--- src/rtl/micro_pkg.sv ---
// Shared encodings and microword field layout for the microprogram sequencer.
package micro_pkg;

  // Microword field placement, LSB upward: cond sel, seq op, addr, ctrl.
  localparam int unsigned COND_LSB = 0;
  localparam int unsigned COND_W   = 2;
  localparam int unsigned SEQ_LSB  = COND_LSB + COND_W;
  localparam int unsigned SEQ_W    = 3;
  localparam int unsigned ADDR_LSB = SEQ_LSB + SEQ_W;

  typedef enum logic [2:0] {
    SEQ_NEXT     = 3'd0,
    SEQ_JUMP     = 3'd1,
    SEQ_BRANCH   = 3'd2,
    SEQ_DISPATCH = 3'd3,
    SEQ_CALL     = 3'd4,
    SEQ_RET      = 3'd5,
    SEQ_HALT     = 3'd6,
    SEQ_RSVD     = 3'd7
  } seq_op_e;

  typedef enum logic [1:0] {
    COND_ALWAYS = 2'd0,
    COND_Z      = 2'd1,
    COND_C      = 2'd2,
    COND_N      = 2'd3
  } cond_sel_e;

  typedef enum logic {
    ST_RUN    = 1'b0,
    ST_HALTED = 1'b1
  } fsm_state_e;

  // Bit position of the ctrl field for a given micro-address width.
  function automatic int unsigned ctrl_lsb(input int unsigned uaddr_w);
    return ADDR_LSB + uaddr_w;
  endfunction

  // Total microword width.
  function automatic int unsigned uword_w(input int unsigned ctrl_w, input int unsigned uaddr_w);
    return ctrl_w + uaddr_w + ADDR_LSB;
  endfunction

endpackage

--- src/rtl/micro_next_addr.sv ---
// Combinational next-uPC selection from the sequencing field of the current microword.
module micro_next_addr
  import micro_pkg::*;
#(
  parameter int unsigned UADDR_W  = 8,
  parameter int unsigned OPCODE_W = 4
) (
  input  seq_op_e              i_seq_op,
  input  cond_sel_e            i_cond_sel,
  input  logic                 i_flag_z,
  input  logic                 i_flag_c,
  input  logic                 i_flag_n,
  input  logic [OPCODE_W-1:0]  i_opcode,
  input  logic [UADDR_W-1:0]   i_addr,
  input  logic [UADDR_W-1:0]   i_upc,
  input  logic [UADDR_W-1:0]   i_ret,
  output logic [UADDR_W-1:0]   o_next_upc_c,
  output logic                 o_push_ret_c
);

  if (OPCODE_W > UADDR_W) begin : g_bad_opcode_w
    $error("OPCODE_W must not exceed UADDR_W");
  end

  logic                w_cond;
  logic [UADDR_W-1:0]  w_upc_inc;

  // Increment wraps naturally at the address width.
  assign w_upc_inc = i_upc + UADDR_W'(1);

  // Branch condition select.
  always_comb begin
    w_cond = 1'b1;
    case (i_cond_sel)
      COND_ALWAYS: w_cond = 1'b1;
      COND_Z:      w_cond = i_flag_z;
      COND_C:      w_cond = i_flag_c;
      COND_N:      w_cond = i_flag_n;
      default:     w_cond = 1'b1;
    endcase
  end

  // Next-address mux; HALT keeps the current uPC, reserved falls through as NEXT.
  always_comb begin
    o_next_upc_c = w_upc_inc;
    o_push_ret_c = 1'b0;
    case (i_seq_op)
      SEQ_JUMP:     o_next_upc_c = i_addr;
      SEQ_BRANCH:   o_next_upc_c = w_cond ? i_addr : w_upc_inc;
      SEQ_DISPATCH: o_next_upc_c = UADDR_W'(i_opcode) << (UADDR_W - OPCODE_W);
      SEQ_CALL: begin
        o_next_upc_c = i_addr;
        o_push_ret_c = 1'b1;
      end
      SEQ_RET:      o_next_upc_c = i_ret;
      SEQ_HALT:     o_next_upc_c = i_upc;
      default:      o_next_upc_c = w_upc_inc;
    endcase
  end

endmodule

--- src/rtl/micro_seq.sv ---
// Microprogram sequencer: owns uPC, one-deep return register and RUN/HALTED FSM.
module micro_seq
  import micro_pkg::*;
#(
  parameter int unsigned         UADDR_W   = 8,
  parameter int unsigned         CTRL_W    = 24,
  parameter int unsigned         OPCODE_W  = 4,
  parameter logic [UADDR_W-1:0]  RESET_VEC = '0
) (
  input  logic                             i_clk,
  input  logic                             i_res,
  input  logic                             i_stall,
  input  logic                             i_resume,
  input  logic [OPCODE_W-1:0]              i_opcode,
  input  logic                             i_flag_z,
  input  logic                             i_flag_c,
  input  logic                             i_flag_n,
  output logic [UADDR_W-1:0]               o_uaddr,
  input  logic [CTRL_W+UADDR_W+ADDR_LSB-1:0] i_urom_data,
  output logic [CTRL_W-1:0]                o_ctrl,
  output logic                             o_halted
);

  localparam int unsigned CTRL_LSB = ctrl_lsb(UADDR_W);

  fsm_state_e          r_state;
  fsm_state_e          w_state_nxt;
  logic [UADDR_W-1:0]  r_upc;
  logic [UADDR_W-1:0]  w_upc_nxt;
  logic [UADDR_W-1:0]  r_ret;
  logic [UADDR_W-1:0]  w_ret_nxt;
  logic [UADDR_W-1:0]  w_upc_inc;
  logic [UADDR_W-1:0]  w_seq_upc;
  logic                w_push_ret;
  seq_op_e             w_seq_op;
  cond_sel_e           w_cond_sel;
  logic [UADDR_W-1:0]  w_addr;
  logic [CTRL_W-1:0]   w_ctrl_field;

  assign w_seq_op     = seq_op_e'(i_urom_data[SEQ_LSB +: SEQ_W]);
  assign w_cond_sel   = cond_sel_e'(i_urom_data[COND_LSB +: COND_W]);
  assign w_addr       = i_urom_data[ADDR_LSB +: UADDR_W];
  assign w_ctrl_field = i_urom_data[CTRL_LSB +: CTRL_W];
  assign w_upc_inc    = r_upc + UADDR_W'(1);

  micro_next_addr #(
    .UADDR_W  (UADDR_W),
    .OPCODE_W (OPCODE_W)
  ) u_next_addr (
    .i_seq_op     (w_seq_op),
    .i_cond_sel   (w_cond_sel),
    .i_flag_z     (i_flag_z),
    .i_flag_c     (i_flag_c),
    .i_flag_n     (i_flag_n),
    .i_opcode     (i_opcode),
    .i_addr       (w_addr),
    .i_upc        (r_upc),
    .i_ret        (r_ret),
    .o_next_upc_c (w_seq_upc),
    .o_push_ret_c (w_push_ret)
  );

  // State, uPC and return register.
  always_ff @(posedge i_clk or negedge i_res) begin
    if (!i_res) begin
      r_state <= ST_RUN;
      r_upc   <= RESET_VEC;
      r_ret   <= '0;
    end else begin
      r_state <= w_state_nxt;
      r_upc   <= w_upc_nxt;
      r_ret   <= w_ret_nxt;
    end
  end

  // Next-state logic; stall freezes everything, including a pending resume.
  always_comb begin
    w_state_nxt = r_state;
    w_upc_nxt   = r_upc;
    w_ret_nxt   = r_ret;
    if (!i_stall) begin
      case (r_state)
        ST_RUN: begin
          if (w_seq_op == SEQ_HALT) begin
            w_state_nxt = ST_HALTED;
          end else begin
            w_upc_nxt = w_seq_upc;
            if (w_push_ret) begin
              w_ret_nxt = w_upc_inc;
            end
          end
        end
        ST_HALTED: begin
          if (i_resume) begin
            w_state_nxt = ST_RUN;
            w_upc_nxt   = w_upc_inc;
          end
        end
        default: w_state_nxt = ST_RUN;
      endcase
    end
  end

  // Control word passes straight through from the ROM when running, gated by reset.
  assign o_ctrl   = (i_res && (r_state == ST_RUN) && !i_stall) ? w_ctrl_field : '0;
  assign o_uaddr  = r_upc;
  assign o_halted = (r_state == ST_HALTED);

endmodule

--- config.mk ---
export PLATFORM = sky130hd
export DESIGN_NAME = micro_seq
export DESIGN_NICKNAME = d
export VERILOG_FILES = /design/src/rtl/micro_pkg.sv /design/src/rtl/micro_next_addr.sv /design/src/rtl/micro_seq.sv
export SDC_FILE = /design/constraint.sdc
export NUM_CORES = 1
export LEC_CHECK = 0
export ABC_AREA = 1
export CAP_MARGIN = 30
export CELL_PAD_IN_SITES_DETAIL_PLACEMENT = 0
export CELL_PAD_IN_SITES_GLOBAL_PLACEMENT = 2
export CORE_UTILIZATION = 21
export CTS_CLUSTER_SIZE = 20
export DETAILED_ROUTE_END_ITERATION = 10
export PLACE_DENSITY_LB_ADDON = 0.1
export SLEW_MARGIN = 20
export SYNTH_ARGS = -nofsm -noshare
export SYNTH_HDL_FRONTEND = slang
export SYNTH_HIERARCHICAL = 1
export SYNTH_SLANG_ARGS = --single-unit
--- constraint.sdc ---
create_clock -name i_clk -period 2.4 [get_ports i_clk]
set_clock_uncertainty 0.1 [all_clocks]
set_input_delay 0.48 -clock i_clk [delete_from_list [all_inputs] [get_ports i_clk]]
set_output_delay 0.48 -clock i_clk [all_outputs]
set_load 0.005 [all_outputs]
==> results.md <==
| Metric | This run | Unit |
|:---|:---|:---|
| Die extent in x | 91.9 | um |
| Seq/Total Area, Yosys | 25.1 | % |
| Share of final-layout standard cells stronger than drive strength 1 | 9.97 | % |
| Synthesized netlist cell count | 296 | - |
| Count of vias placed by the detailed router | 2,014 | - |
| Area growth from synthesis to final layout | 63.7 | % |
| Net Switching | 0.000637 | W |
| CTS hold repair buffers | 0 | - |
| Number of clock buffers inserted by TritonCTS | 3 | - |
| Arrival time at the worst endpoint | 1.71 | ns |
| Post-DR vias/cell | 4.09 | - |
| DR WL/cell | 11.8 | um |
| Startpoint of the lowest-slack register-to-register path | o_uaddr[0]$_DFFE_PN0P_ | - |
| Critical path peak fanout | 12 | - |
| CTS Buffer Depth | 2 | - |
| Post-layout min period | 2.29 | ns |
| Buffer type at the clock tree root | clkbuf_8 | - |
| Max VDD drop | 292 | uV |
| Category of the worst setup path capture point | output port | - |
| Diode count | 0 | - |
| Power share of the combinational group | 51.7 | % |
| Die Y | 91.9 | um |
| Final clock period utilization by the worst path | 95.6 | % |
| Data required time at the worst endpoint | 1.82 | ns |
| Sinks on Clock Net | 17 | - |
| Detailed Route WL | 5800 | um |
| Post-Synthesis Cell Area | 0.00170 | mm2 |
| Maximum number of pins on one net before global-route repair | 18 | - |
| 1st-pass router iterations | 6 | - |
| Path category of the worst min-delay check | in2async | - |
| Starting density of the core | 21.9 | % |
| Highest-count cells in the layout ignoring fill and taps | 89 x nand2_1, 65 x clkdlybuf4s50_1, 55 x inv_1 | - |
| Total track usage | 14.3 | % |
| GRT Residual Overflow | 0 | - |
| Count of routing violations after the opening detailed-route iteration | 43 | - |
| Min Hold Slack | 0.299 | ns |
| Vias in the first global route | 1,901 | - |
| Final #Nets | 442 | - |
| Worst setup timing slack at the placement stage | -0.108 | ns |
| Final hold vios | 0 | - |
| Outcome | completed | - |
| IO Count | 81 | - |
| Cell count of the worst reg-to-reg path | 11 | - |
| Die ar. | 0.00845 | mm2 |
| Power per cell area | 554 | mW/mm2 |
| Count of nets left with antenna violations after detail routing | 0 | - |
| Startpoint kind of the worst setup timing path | input port | - |
| Crit path setup slack, layout | 0.107 | ns |
| Fraction of the core area covered by cells at the end of the flow | 35.8 | % |
| Post-synthesis cell type count | 27 | - |
| Internal Power | 0.000904 | W |
| Total core area | 0.00777 | mm2 |
| RSZ-0062 raised after global routing | no | - |
| Final max-slew violation count | 0 | - |
| Max-slew headroom | 67.8 | % |
| Fraction of power spent switching nets | 41.3 | % |
| YS warnings | 6 | - |
| Most common library cell in the layout ignoring fill and taps | nand2_1 | - |
| R2R Setup Slk | 0.65 | ns |
| Syn nets | 346 | - |
| Actual slew at the worst max-slew pin | 0.483 | ns |
| Clock input transition at the sequential cells of the worst setup and hold paths | 0.07 | ns |
| Crit path kind | in2out | - |
| Achievable frequency | 436 | MHz |
| H-tree levels | 1 | - |
| Number of antenna violations at the first check in global routing | 0 | - |
| Standard-cell row count | 32 | - |
| Leakage Power | 1.48 | nW |
| Clock network fraction of total power | 14.5 | % |
| Port-buffer cells | 80 | - |
| Endpoint of the lowest-slack register-to-register path | o_uaddr[5]$_DFFE_PN0P_ | - |
| TritonCTS clock tree | done | - |
| Sequential power share | 33.8 | % |
| Weighted congestion at the end of routability-driven global placement | 0.739 | - |
| Setup violators final | 0 | - |
| Number of storage elements in the synthesis netlist | 17 | - |
| Max-Cap Viols | 0 | - |
| Clock latency of the later-clocked register in the worst-skew pair | 0.25 | ns |
| Total negative slack | 0 | ns |
| Remaining DRCs | 0 | - |
| Global-route wire length before repair | 9450 | um |
| Post-synthesis area per instance | 5.74 | um2 |
| Post-DP HPWL | 4490 | um |
sequential cells by signal, summed over array words and instances (netlist names):
name / cells
r_ret: 8
o_halted: 1
o_uaddr: 8
critical path, stage by stage:
cell             delay (ns)
dlygate4sd2_1          0.26
nor2_2                 0.14
nand2_2                0.10
buf_12                 0.15
nor2_1                 0.09
clkdlybuf4s50_1        0.50
timing repair:
action / in CTS / in global routing
hold endpoints to repair: 0 / 0
cloned: 1 / 0
setup endpoints to repair: 24 / 1
gates resized for setup: 16 / 1
pin swaps: 1 / 0
setup buffers: 0 / 0
layer usage:
layer,up-vias,global-route usage (%),share of wire (%)
li1,1080,-,-
met1,866,17.9,46
met2,66,25.7,47
met3,2,2.16,6.7
met4,0,3.13,0.53
met5,-,0,0
power groups by stage:
stage,clock network [W],registers (W),logic (W)
after floorplan,0,0.000507,0.000439
after global placement,0,0.000531,0.000806
after detailed placement,0,0.000530,0.000802
after CTS,0.000235,0.000526,0.000810
after global routing,0.000244,0.000540,0.000899
final,0.000223,0.000520,0.000797
final cells by class:
cell class	instances	area (um2)
fillers	857	4990
multi-input cells	214	1000
repair buffers	98	958
flip-flops and latches	17	425
inverters	58	220
well taps	102	128
clock buffers	4	45.0
cell usage after synthesis:
| cell type | instances | area share [%] |
|---|---|---|
| nand2_2 | 4 | 1.5 |
| inv_4 | 1 | 0.37 |
| nor2_4 | 3 | 2.0 |
| buf_2 | 4 | 1.2 |
| xor2_1 | 6 | 3.1 |
| buf_4 | 1 | 0.44 |
| nand2_1 | 90 | 20 |
| buf_6 | 1 | 0.66 |
| nor2_1 | 52 | 11 |
| nand4_1 | 2 | 0.74 |
| inv_2 | 2 | 0.44 |
| mux2i_1 | 1 | 0.59 |
| dfrtp_1 | 17 | 25 |
| nor3_2 | 1 | 0.59 |
| inv_1 | 55 | 12 |
| a21oi_2 | 1 | 0.52 |
| a21boi_0 | 1 | 0.44 |
| nand3_1 | 28 | 8.3 |
| nand3b_1 | 1 | 0.44 |
| o21ai_0 | 14 | 4.1 |
| o21ai_4 | 1 | 0.96 |
| buf_8 | 1 | 0.88 |
| o21ai_1 | 3 | 0.88 |
| o21ai_2 | 2 | 1.0 |
| o21bai_1 | 1 | 0.44 |
| ha_1 | 2 | 1.5 |
| nor2_2 | 1 | 0.37 |
metrics by stage:
stage | area, um2 | std cells | total power (W)
2_1_floorplan | 1700 | 296 | 0.000947
3_3_place_gp | 2710 | 488 | 0.00134
3_5_place_dp | 2710 | 488 | 0.00133
4_1_cts | 2780 | 493 | 0.00157
5_1_grt | 2780 | 493 | 0.00168
6_report | 2780 | 493 | 0.00154
cell families after synthesis:
logic type | share of synthesized area, %
simple gates | 45.2
fa+ha+maj | 1.47
flops | 25.1
buf+inv | 16.1
xor+xnor | 3.10
mux | 0.590
compound gates | 8.40
worst max path at each step:
stage                                    start          to  slack (ns)  cells after the start
after global routing                   i_stall  o_ctrl[11]        0.01                      6
after detailed placement               i_stall  o_ctrl[13]       -0.11                      6
after global placement                 i_stall  o_ctrl[17]        -0.1                      6
after CTS                              i_stall  o_ctrl[13]        0.08                      6
final                                  i_stall  o_ctrl[11]        0.11                      6
after floorplan           o_halted$_DFFE_PN0N_  o_ctrl[10]        0.77                      5
Note: power is estimated with default switching activity, not from simulation.
